===== config.mk =====
export PLATFORM = sky130hd
export DESIGN_NAME = pooling_ctrl
export DESIGN_NICKNAME = d
export VERILOG_FILES = /design/src/rtl/pooling_ctrl.sv
export SDC_FILE = /design/constraint.sdc
export NUM_CORES = 1
export LEC_CHECK = 0
export ABC_AREA = 1
export BUFFER_PORTS_ARGS = -buffer_cell sky130_fd_sc_hd__buf_2
export CAP_MARGIN = 0
export CELL_PAD_IN_SITES_DETAIL_PLACEMENT = 2
export CELL_PAD_IN_SITES_GLOBAL_PLACEMENT = 2
export CORE_ASPECT_RATIO = 1.75
export CORE_MARGIN = 2
export CORE_UTILIZATION = 28
export DETAILED_ROUTE_END_ITERATION = 16
export HOLD_SLACK_MARGIN = 0.02
export PLACE_DENSITY = 0.83
export SETUP_SLACK_MARGIN = 0.3
export SYNTH_ARGS = -nofsm -noshare
export SYNTH_HDL_FRONTEND = slang
export SYNTH_SLANG_ARGS = --single-unit

===== constraint.sdc =====
create_clock -name clk -period 1.8 [get_ports clk]
set_input_delay 0.27 -clock clk [delete_from_list [all_inputs] [get_ports clk]]
set_output_delay 0.27 -clock clk [all_outputs]
set_load 0.1 [all_outputs]

===== src/rtl/pooling_ctrl.sv =====
// Sequencer for the 2x2 / stride-2 pooling stage: counts the row-major pixel stream and drives
// mux select, pooling enable, register-file addresses/write source, and pooled-pixel flags.
// Strobes are combinational from registered counters and in_valid; done/cfg_err are registered pulses.
module pooling_ctrl #(
  parameter int MAX_W  = 32,
  parameter int MAX_H  = 32,
  parameter int ADDR_W = $clog2(MAX_W/2),
  parameter int CW     = $clog2(MAX_W+1),
  parameter int RW     = $clog2(MAX_H+1)
) (
  input  logic              clk,
  input  logic              nrst,
  input  logic              start,
  input  logic [CW-1:0]     cfg_width,
  input  logic [RW-1:0]     cfg_height,
  input  logic              in_valid,
  output logic              sel_sys,
  output logic              pool_en,
  output logic              rf_wr,
  output logic              rf_wr_sel,
  output logic [ADDR_W-1:0] rf_rd_addr,
  output logic [ADDR_W-1:0] rf_wr_addr,
  output logic              out_valid,
  output logic [RW-2:0]     out_row,
  output logic [ADDR_W-1:0] out_col,
  output logic              busy,
  output logic              done,
  output logic              cfg_err
);

  typedef enum logic [1:0] {IDLE, RUN, DONE} state_t;

  localparam logic [CW-1:0] MAX_W_C = CW'(MAX_W);
  localparam logic [RW-1:0] MAX_H_C = RW'(MAX_H);

  state_t        state;
  logic [CW-1:0] col;
  logic [CW-1:0] w_last;
  logic [RW-1:0] row;
  logic [RW-1:0] h_last;

  logic cfg_ok;
  logic end_row;
  logic end_map;
  logic first_px;
  logic last_px;

  // Even and non-zero implies at least 2, so only the upper bound needs an explicit check.
  assign cfg_ok = !cfg_width[0]  && (cfg_width  != '0) && (cfg_width  <= MAX_W_C) &&
                  !cfg_height[0] && (cfg_height != '0) && (cfg_height <= MAX_H_C);

  assign end_row  = (col == w_last);
  assign end_map  = end_row && (row == h_last);
  // Window position: top-left seeds the entry, bottom-right completes the pooled pixel.
  assign first_px = !row[0] && !col[0];
  assign last_px  =  row[0] &&  col[0];

  assign busy = (state == RUN);

  // FSM and pixel counters; done/cfg_err are single-cycle registered pulses.
  always_ff @(posedge clk) begin
    if (!nrst) begin
      state   <= IDLE;
      col     <= '0;
      row     <= '0;
      w_last  <= '0;
      h_last  <= '0;
      done    <= 1'b0;
      cfg_err <= 1'b0;
    end else begin
      done    <= 1'b0;
      cfg_err <= 1'b0;
      case (state)
        IDLE: begin
          if (start) begin
            if (cfg_ok) begin
              w_last <= cfg_width - CW'(1);
              h_last <= cfg_height - RW'(1);
              col    <= '0;
              row    <= '0;
              state  <= RUN;
            end else begin
              cfg_err <= 1'b1;
            end
          end
        end
        RUN: begin
          if (in_valid) begin
            if (end_row) begin
              col <= '0;
              if (end_map) begin
                state <= DONE;
                done  <= 1'b1;
              end else begin
                row <= row + RW'(1);
              end
            end else begin
              col <= col + CW'(1);
            end
          end
        end
        DONE: state <= IDLE;
        default: state <= IDLE;
      endcase
    end
  end

  // Datapath controls: addresses track the window column during RUN, strobes only on accepted pixels.
  always_comb begin
    sel_sys    = 1'b0;
    pool_en    = 1'b0;
    rf_wr      = 1'b0;
    rf_wr_sel  = 1'b0;
    out_valid  = 1'b0;
    rf_rd_addr = '0;
    rf_wr_addr = '0;
    out_row    = '0;
    out_col    = '0;
    if (state == RUN) begin
      rf_rd_addr = col[ADDR_W:1];
      rf_wr_addr = col[ADDR_W:1];
      out_col    = col[ADDR_W:1];
      out_row    = row[RW-1:1];
      if (in_valid) begin
        sel_sys   = 1'b1;
        pool_en   = !first_px;
        rf_wr     = !last_px;
        rf_wr_sel = !first_px && !last_px;
        out_valid = last_px;
      end
    end
  end

endmodule

======== Yosys cells after proc, flatten, opt, wreduce, memory -nomap -nowiden ========
Index checks and enable logic that the tools add are counted.
cells by class
  equality and inequality tests ........... 9
  $add $sub $neg .......................... 4
  magnitude comparators ................... 2
  mux-type cells .......................... 29
  reductions and logical operators ........ 25
operator list
  operator             number
  $mux 6               7
  $pmux 6 s2           2
  $add 6x1->6 const B  2
  $eq 6x6->1           2
  $le 6x6->1 const B   2
  $mux 1               12
  $reduce_bool 6->1    2
  $sub 6x1->6 const B  2
  $mux 2               5
  $logic_and 1x1->1    9
  $ne 2x2->1 const B   4
  $reduce_and 4->1     2
  $logic_not 1->1      6
  $reduce_and 3->1     2
  $reduce_and 6->1     1
  $mux 5               1
  $reduce_and 5->1     1
  $mux 4               1
  $ne 2x1->1 const B   2
  $pmux 2 s2           1
  $eq 2x1->1 const B   1
  $logic_not 2->1      1
  $reduce_bool 2->1    1
storage, ports and cells
  logic and storage cells ................. 76
  input port bits ......................... 16
  output and inout bits ................... 25
  flip-flop bits (word level) ............. 28

======== Logic depth before layout (Yosys ltp) ========
Gate-level depths: netlist (run 1).
  word-level depth ........................ 9
  gate-level depth with buffers ........... 13
  depth with buffers taken out ............ 13

======== Least setup slack after synthesis (run 1) ========
No wires, ideal clock.
  path type ............................... reg-to-output
  from .................................... register state[0]
  to ...................................... output port rf_rd_addr[0]
  buffers on the path ..................... 2
  slack ................................... -1.896 ns
  arrival ................................. 3.426 ns
  stages on the path, launching flop included .. 7
  data required time ...................... 1.530 ns
  cell sequence ........................... dfxtp_1 > inv_2 > nor2_4 > clkinv_1 > clkbuf_1 > nor2_1 > buf_4
between the ends
  cells in the longest elaborated chain, start to end .. 2
ends and longest elaborated chain
  item                      RTL line  RTL
  start: declaration        36        state_t state;
  start signal: assignment  63        state <= IDLE;
  start signal: assignment  81        state <= RUN;
  start signal: assignment  92        state <= DONE;
  $eq 2x1->1                -
  named net busy            26        output logic busy,
  $mux 4                    119       if (state == RUN) begin
  end: declaration          21        output logic [ADDR_W-1:0] rf_rd_addr,
The timed path passes the listed nets, and every way through them passes these cells.

======== Worst setup path in the final report (run 1) ========
  from .................................... register state[0]
  to ...................................... register col[4]
between the ends
  cells in the longest elaborated chain, start to end .. 3
  elaborated cells on any way between the ends .. 8
  those cells by class .................... eq/ne (4); mux (1); reduce/logical (3)
ends and longest elaborated chain
  item                                                                     RTL line  RTL
  $eq 2x1->1 / $logic_not 2->1 (equally long branches)                     73        case (state)
  $ne 2x2->1 (no source line) / $reduce_bool 2->1 (equally long branches)  -
  $reduce_and 4->1 (no source line)                                        -
  end signal: assignment                                                   98        col <= col + CW'(1);
  end: declaration                                                         37        logic [CW-1:0] col;
Several ways; a longest one is shown, not always the timed one.
A chain may end at the register's enable or synchronous reset.

==> results.cfg, run 1 <==
[run_status]
status = finished with violations
violations = negative setup slack

[synth]
yosys_register_bits = 28
synth_enable_flop_cells = 0
synth_cell_type_count = 31
syn-cell-area_um2 = 1901
synthesis.instances = 301
synth-async-reset-ratio_pct = 0
postSynthNetCount = 325
yosysTopAreaCell = dfxtp_1
synth_seq_area_share_pct = 29.49
netlist_top_cells_area = dfxtp_1 29%, nand2_1 16%, nor2_1 8.3%
ys.warnings.count = 0
fraction_of_post_synthesis_cell_area_in_the_top_cell_type_by_area_pct = 29.49
synth.avg_cell_area_um2 = 6.314
most_used_dff_post_synth = dfxtp_1

[placement]
post_placement_cell_count = 424
quantity_of_i_o_buffers_inserted_on_ports = 40
placedInstanceArea_um2 = 2625
gpl.final_weighted_congestion = 0.8488
hpwl_um = 5580
place_worst_setup_slack_ps = 17.37

[worst_setup_path]
crit_path_max_fanout = 5
critical_path_class = flip-flop to flip-flop
critical_path.endpoint_type = flip-flop
cp_data_required_time_ps = 1990
kind_of_start_point_of_the_critical_path = flip-flop
worstPathArrival_ps = 2030

[layout]
final_cell_mix = 56 x nand2_1, 27 x buf_4, 26 x inv_1
final_area_um2 = 3231
num-nets-final = 393
area.growth.synth_to_final_pct = 69.98
mostFrequentLayoutCell = nand2_1
insertedDiodeCount = 0
share_of_final_layout_standard_cells_stronger_than_drive_strength_1_pct = 50.82
layoutNonFillerInstCount = 450
utilization_pct = 49.41

[power_and_ir_drop]
combPwrFrac_pct = 38.1
clock_power_share_pct = 29.5
p_int_w = 0.001283
power_switching_w = 0.0007830
power.leakage_nw = 1.364
power.sequential.fraction_pct = 32.4
netSwitchingFraction_pct = 37.90
ir_drop_v = 0.0004619
powerDensity_nw_per_um2 = 639.5

[die]
pin_count = 41
die_area_um2 = 7489
design.core.area_um2 = 6539
floorplan.initialDensity_pct = 29.07
die_height_um = 113.0
rows = 39
chipWidth_um = 66.28

[drt]
routed_wire_length_per_instance_um = 20.96
routed_wirelength_um = 9431
detail-route-antenna-nets = 0
detail_route.iter0.violations = 44
vias_per_instance = 4.949
route.vias.total = 2227
drt-pass1-iter-count = 4
drc = 0

[global_routing]
grt_pass1_wl_um = 12540
number_of_antenna_violations_at_the_first_check_in_global_routing = 0
aggregate_global_routing_overflow = 0
first_global_vias = 2447
gr-usage-all-layers_pct = 22.70
largest_net_degree_at_the_start_of_global_routing = 17

[sta]
period_minus_slack_ps = 1841
fin_skew_ps = 5.759
grt_setup_unrepaired = true
postLayoutSetupSlackWorst_ps = -41.38
transition_time_at_the_pin_with_the_least_slew_margin_ps = 483.6
relSlewSlack_pct = 67.98
finalMaxSlewViolations = 0
timing.fmax_ghz = 0.5431
finalCritPeriodShare_pct = 102.3
timing.final.setup_violations = 10
fin_hold_ws_ps = 308.2
final_hold_viol_count = 0

[clocking]
clk_root_buffer_cell = clkbuf_16
clock_sink_count = 28
post_cts_hold_buffer_count = 0
clock_insertion_delay_worst_skew_ps = 290
tritoncts.num_buffers = 3
cts.clk_slew.worst_paths_ps = 80
clockBufferDepth = 2
htreeDepth = 1
tritoncts = built

[run]
drv.max_cap_violation_count = 0

[worst_hold_path]
hold_path_class = input port to flip-flop
==> power groups by stage <==
| stage | clock [W] | sequential (W) | combinational, W |
|---|---|---|---|
| floorplan | 0 | 0.000692 | 0.000324 |
| global placement | 0 | 0.000678 | 0.000476 |
| detailed placement | 0 | 0.000680 | 0.000503 |
| CTS | 0.000615 | 0.000665 | 0.000642 |
| global route | 0.000635 | 0.000672 | 0.000841 |
| finish | 0.000609 | 0.000669 | 0.000787 |
==> worst max-delay path: stages (launching register included) <==
cell,delay [ps]
dfxtp_2,370
inv_4,50
nor2_4,220
buf_6,150
nand2_4,40
buf_4,140
nand2_4,80
inv_4,60
a21oi_4,240
nand4_1,170
a21oi_1,230
==> sequential cells by signal, indices dropped and copies added (netlist names) <==
name and flops:
col 6, h_last 6, row 6, w_last 6, state 2, cfg_err 1, done 1
==> repair_timing <==
item                                    in CTS  in global routing
resized for setup                           54                 64
buffers inserted                            11                  8
endpoints found under the setup margin      35                 45
gates cloned                                 2                  1
pin swaps                                   21                 33
==> per-layer routing <==
metal,track usage (%),vias up,part of all wire (%)
met2,45.80,52,59
met1,22.11,1090,35
met3,1.789,20,2.2
met4,9.660,0,3.7
met5,0,-,0
li1,-,1065,-
==> final timing paths <==
path	slack [ps]	end	start	cells past startpoint
max	-40	col[4]$_SDFFE_PN0P_	state[0]$_SDFFE_PN0P_	10
min	310	col[1]$_SDFFE_PN0P_	nrst	3
max reg2reg	-40	col[4]$_SDFFE_PN0P_	state[0]$_SDFFE_PN0P_	10
min reg2reg	470	w_last[4]$_SDFFE_PN0P_	w_last[4]$_SDFFE_PN0P_	2
==> logic make-up after synthesis <==
group,count (synthesis),share of synthesized area (%)
adder cells (fa/ha/maj),8,5.267
buffers and inverters,59,13.76
AND/OR/NAND/NOR,157,35.55
XOR/XNOR,10,4.609
AO/OA/AOI/OAI,39,11.32
flip-flops,28,29.49
==> synth_stat cells (3+ instances only) <==
cell,n
nand2_1,82
nor2_1,42
inv_1,36
dfxtp_1,28
a21oi_1,21
nand3_1,13
inv_2,9
o21ai_1,9
buf_4,8
ha_1,8
xor2_1,8
o21ai_0,5
nand4_1,4
nand2_2,3
nor2_2,3
nor3_1,3
==> area by class of cell <==
class,count,area (um2)
fill,734,3308
sequential,28,603.1
tap,82,102.6
multi-input combinational,217,1400
timing repair buffer,73,824.5
inverter,46,211.5
clock buffer,4,88.84
==> metrics by stage <==
stage | TNS (ps) | power [W]
detailed placement | 0 | 0.001183
floorplan | -13480 | 0.001016
global placement | 0 | 0.001154
finish | -201.3 | 0.002066
global route | -567.7 | 0.002148
CTS | 0 | 0.001922
(Power assumes the default switching activity.)
==> run 2: changes to the inputs <==
--- a/config.mk
+++ b/config.mk
@@ -12,10 +12,11 @@
 export CELL_PAD_IN_SITES_GLOBAL_PLACEMENT = 2
 export CORE_ASPECT_RATIO = 1.75
 export CORE_MARGIN = 2
-export CORE_UTILIZATION = 28
+export CORE_UTILIZATION = 29
+export CTS_BUF_LIST = sky130_fd_sc_hd__clkbuf_4 sky130_fd_sc_hd__clkbuf_8
 export DETAILED_ROUTE_END_ITERATION = 16
 export HOLD_SLACK_MARGIN = 0.02
-export PLACE_DENSITY = 0.83
+export PLACE_DENSITY = 0.86
 export SETUP_SLACK_MARGIN = 0.3
 export SYNTH_ARGS = -nofsm -noshare
 export SYNTH_HDL_FRONTEND = slang
==> results.cfg, run 2 (synthesis gave the netlist of run 1 again) <==
[run_status]
status = finished with violations
violations = negative setup slack

[global_routing]
gr-usage-all-layers_pct = 28.78
grt_pass1_wl_um = 15290
largest_net_degree_at_the_start_of_global_routing = 20
first_global_vias = 2640
aggregate_global_routing_overflow = 0
number_of_antenna_violations_at_the_first_check_in_global_routing = 0

[sta]
timing.fmax_ghz = 0.5315
finalMaxSlewViolations = 0
fin_skew_ps = 23.86
period_minus_slack_ps = 1882
grt_setup_unrepaired = true
timing.final.setup_violations = 14
relSlewSlack_pct = 67.41
postLayoutSetupSlackWorst_ps = -81.54
final_hold_viol_count = 0
transition_time_at_the_pin_with_the_least_slew_margin_ps = 492.2
finalCritPeriodShare_pct = 104.5

[clocking]
htreeDepth = 1
clock_sink_count = 28
clock_insertion_delay_worst_skew_ps = 320
tritoncts = built
clk_root_buffer_cell = clkbuf_8
cts.clk_slew.worst_paths_ps = 130
clockBufferDepth = 2
tritoncts.num_buffers = 3

[worst_setup_path]
critical_path.endpoint_type = flip-flop
critical_path_class = flip-flop to flip-flop
kind_of_start_point_of_the_critical_path = flip-flop
cp_data_required_time_ps = 2020
worstPathArrival_ps = 2100
crit-reg2reg-launch = state[0]$_SDFFE_PN0P_
critical_path.reg2reg.endpoint = col[2]$_SDFFE_PN0P_
ff2ff_setup_slack_ps = -80
r2r.worst_path.cells = 12
crit_path_max_fanout = 7

[placement]
hpwl_um = 5546
post_placement_cell_count = 419
placedInstanceArea_um2 = 2587
quantity_of_i_o_buffers_inserted_on_ports = 40
gpl.final_weighted_congestion = 0.8231

[drt]
drt-pass1-iter-count = 4
detail_route.iter0.violations = 78
routed_wire_length_per_instance_um = 23.31
route.vias.total = 2267
vias_per_instance = 5.072
detail-route-antenna-nets = 0
drc = 0
routed_wirelength_um = 10420

[layout]
final.fill_count = 714
final_cell_mix = 68 x nand2_1, 30 x inv_1, 26 x buf_12
num-nets-final = 390
insertedDiodeCount = 0
utilization_pct = 49.24
share_of_final_layout_standard_cells_stronger_than_drive_strength_1_pct = 43.84
mostFrequentLayoutCell = nand2_1
final_area_um2 = 3172
area.growth.synth_to_final_pct = 66.89
layoutNonFillerInstCount = 447

[worst_hold_path]
hold_path.startpoint = nrst
hold_path_class = input port to flip-flop
min_to = w_last[4]$_SDFFE_PN0P_
hold_depth = 3

[die]
rows = 39
die_height_um = 111.1
pin_count = 41
chipWidth_um = 65.20
design.core.area_um2 = 6441
floorplan.initialDensity_pct = 29.51
die_area_um2 = 7243

[power_and_ir_drop]
total_power_of_the_final_layout_w = 0.002003
power.leakage_nw = 1.327
ir_drop_v = 0.0002794
powerDensity_nw_per_um2 = 631.5

[run]
drv.max_cap_violation_count = 0
[run 2: per-stage QoR]
step / setup slack (ps) / hold WS (ps) / TNS, ps
final: -81.54 / 320.3 / -426.6
after global routing: -108.1 / 330.5 / -1265
after CTS: 67.03 / 322.9 / 0
after detailed placement: -27.46 / 474.8 / -158.2
after global placement: 73.07 / 459.6 / 0
after floorplan: -734.5 / 443.8 / -13480
[run 2: cell type report]
cell class	instances	area [um2]	share of cell area, %
inverter	46	220.2	6.943
clock inverter	1	30.03	0.9467
multi-input combinational	215	1338	42.17
timing repair buffer	71	834.6	26.31
timing repair inverter	1	16.27	0.5128
sequential	28	589.3	18.58
clock buffer	3	41.29	1.302
tap	82	102.6	3.235
[run 2: report_power, final]
group | switching, W | internal, W
Clock | 0.000261 | 0.000300
Combinational | 0.000488 | 0.000283
Sequential | 0.0000280 | 0.000642
Total | 0.000777 | 0.00123
[run 2: critical path: stages, from the launching register on]
cell and delay [ps]:
dfxtp_4 390, inv_4 40, nor2_4 140, buf_4 180, nand2_8 80, nand2_4 80
inv_2 60, a21oi_4 240, buf_12 160, nand2_1 80, nand2_1 90, nand2_1 90
nor2_2 150
[run 2: repair_timing]
| item | 4_1_cts | 5_1_grt |
|---|---|---|
| endpoints found under the setup margin | 47 | 47 |
| gates cloned | 2 | 0 |
| endpoints found under the hold margin | 0 | 0 |
| pin swaps | 29 | 2 |
| hold buffers | 0 | 0 |
| gates resized for setup | 65 | 24 |
| setup buffers | 18 | 4 |
[run 2: worst max-delay path by stage]
stage | start | end | slack, ps
4_1_cts | state[0]$_SDFFE_PN0P_ | rf_rd_addr[1] | 70
6_report | state[0]$_SDFFE_PN0P_ | col[2]$_SDFFE_PN0P_ | -80
5_1_grt | state[0]$_SDFFE_PN0P_ | col[2]$_SDFFE_PN0P_ | -110
3_5_place_dp | cfg_width[0] | h_last[1]$_SDFFE_PN0P_ | -30
3_3_place_gp | cfg_width[0] | w_last[2]$_SDFFE_PN0P_ | 70
2_1_floorplan | state[0]$_SDFFE_PN0P_ | rf_rd_addr[0] | -730
[run 2: layer usage]
metal,part of all wire [%],global-route usage (%),vias to the layer above
met5,0,0,-
met4,5.7,15.42,0
met3,2.3,2.030,35
met2,58,57.55,69
met1,34,27.12,1109
li1,-,-,1054
==> run 3: changes to the inputs <==
--- a/config.mk
+++ b/config.mk
@@ -17,6 +17,7 @@
 export DETAILED_ROUTE_END_ITERATION = 16
 export HOLD_SLACK_MARGIN = 0.02
 export PLACE_DENSITY = 0.86
+export REMOVE_ABC_BUFFERS = 1
 export SETUP_SLACK_MARGIN = 0.3
 export SYNTH_ARGS = -nofsm -noshare
 export SYNTH_HDL_FRONTEND = slang
==> results.cfg, run 3 (synthesis gave the netlist of run 1 again) <==
[worst_setup_path]
critical_path.endpoint_type = output port
cp_data_required_time_ps = 1530
worstPathArrival_ps = 1590
kind_of_start_point_of_the_critical_path = flip-flop
r2r.worst_path.cells = 12
critical_path_class = flip-flop to output port
crit_path_max_fanout = 8

[power_and_ir_drop]
clock_power_share_pct = 23.5
power.leakage_nw = 1.393
total_power_of_the_final_layout_w = 0.001993
p_int_w = 0.001135
combPwrFrac_pct = 42.8
netSwitchingFraction_pct = 43.08
powerDensity_nw_per_um2 = 593.3
power_switching_w = 0.0008586
power.sequential.fraction_pct = 33.7
ir_drop_v = 0.0004052

[global_routing]
gr-usage-all-layers_pct = 26.77
aggregate_global_routing_overflow = 0
number_of_antenna_violations_at_the_first_check_in_global_routing = 0
first_global_vias = 2636
largest_net_degree_at_the_start_of_global_routing = 23
grt_pass1_wl_um = 14390

[sta]
grt_setup_unrepaired = true
fin_skew_ps = 18.79
finalCritPeriodShare_pct = 103.2
timing.final.setup_violations = 12
period_minus_slack_ps = 1857
timing.fmax_ghz = 0.5385
transition_time_at_the_pin_with_the_least_slew_margin_ps = 493.2
postLayoutSetupSlackWorst_ps = -56.98
finalMaxSlewViolations = 0
final_hold_viol_count = 0
relSlewSlack_pct = 67.35

[clocking]
tritoncts.num_buffers = 3
clockBufferDepth = 2
post_cts_hold_buffer_count = 0
clk_root_buffer_cell = clkbuf_8
clock_sink_count = 28
htreeDepth = 1
cts.clk_slew.worst_paths_ps = 130
clock_insertion_delay_worst_skew_ps = 330
tritoncts = built

[worst_hold_path]
hold_depth = 4
hold_path_class = input port to flip-flop

[run_status]
status = finished with violations
violations = negative setup slack

[drt]
routed_wire_length_per_instance_um = 25.86
routed_wirelength_um = 11640
drc = 0
route.vias.total = 2319
detail-route-antenna-nets = 0
vias_per_instance = 5.153
detail_route.iter0.violations = 92
drt-pass1-iter-count = 4

[layout]
final.fill_count = 702
num-nets-final = 393
final_cell_mix = 43 x nand2_1, 31 x nand2_2, 27 x inv_1
final_area_um2 = 3359
share_of_final_layout_standard_cells_stronger_than_drive_strength_1_pct = 55.16
area.growth.synth_to_final_pct = 76.76
mostFrequentLayoutCell = nand2_1
insertedDiodeCount = 0

[placement]
gpl.final_weighted_congestion = 0.8006
placedInstanceArea_um2 = 2577
hpwl_um = 5981
quantity_of_i_o_buffers_inserted_on_ports = 40

[die]
die_area_um2 = 7243
rows = 39
chipWidth_um = 65.20
design.core.area_um2 = 6441
floorplan.initialDensity_pct = 29.51
die_height_um = 111.1
pin_count = 41

[run]
drv.max_cap_violation_count = 0
## run 3: layout make-up
type                            count  area [um2]  share of cell area [%]
Multi-Input combinational cell    215        1513                   45.03
Timing Repair Buffer               75       874.6                   26.03
Sequential cell                    28       601.8                   17.91
Inverter                           46       212.7                   6.331
Tap cell                           82       102.6                   3.054
Clock buffer                        4       55.05                   1.639
## run 3: worst paths after layout
path | from | to | slack (ps)
worst max-delay path | state[0]$_SDFFE_PN0P_ | rf_wr_addr[3] | -60
worst min-delay path | cfg_height[2] | h_last[2]$_SDFFE_PN0P_ | 360
worst max register to register | state[0]$_SDFFE_PN0P_ | col[1]$_SDFFE_PN0P_ | 0
worst min register to register | h_last[2]$_SDFFE_PN0P_ | h_last[2]$_SDFFE_PN0P_ | 510
## run 3: power by group through the flow
stage               registers, W  logic (W)  clock network [W]
finish                  0.000671   0.000853           0.000469
global route            0.000672   0.000891           0.000485
CTS                     0.000665   0.000629           0.000419
detailed placement      0.000679   0.000481                  0
global placement        0.000676   0.000452                  0
floorplan               0.000691   0.000284                  0
## run 3: what timing repair did
action	CTS	global route
gates resized for setup	96	85
setup buffers	12	7
pin swaps	12	34
gates cloned	1	0
endpoints found under the setup margin	38	50
## run 3: worst max-delay path, stage by stage, from the launching register on
cell and delay (ps):
dfxtp_4 420, inv_6 50, nor2_4 120, inv_4 50, buf_12 150, nor2_4 120
buf_6 150, buf_12 170
## run 3: through the flow
stage                     TNS [ps]  hold slack [ps]  instances  worst slack, ps  util (%)
final                       -294.6            357.5        450           -56.98     52.16
after CTS                        0            376.7        443            17.09     46.58
after floorplan             -58100            390.4        288            -3786         -
after global routing        -545.4            364.3        450           -78.01     52.16
after global placement           0            461.0        426            116.5     40.02
after detailed placement    -20.94            468.3        426           -14.06     40.02
## run 3: routing by layer
layer	part of all wire [%]	vias to the layer above	global-route usage (%)
met3	2.2	33	2.538
met2	58	67	52.18
met5	0	-	0
li1	-	1062	-
met1	35	1157	25.47
met4	5.2	0	15.69
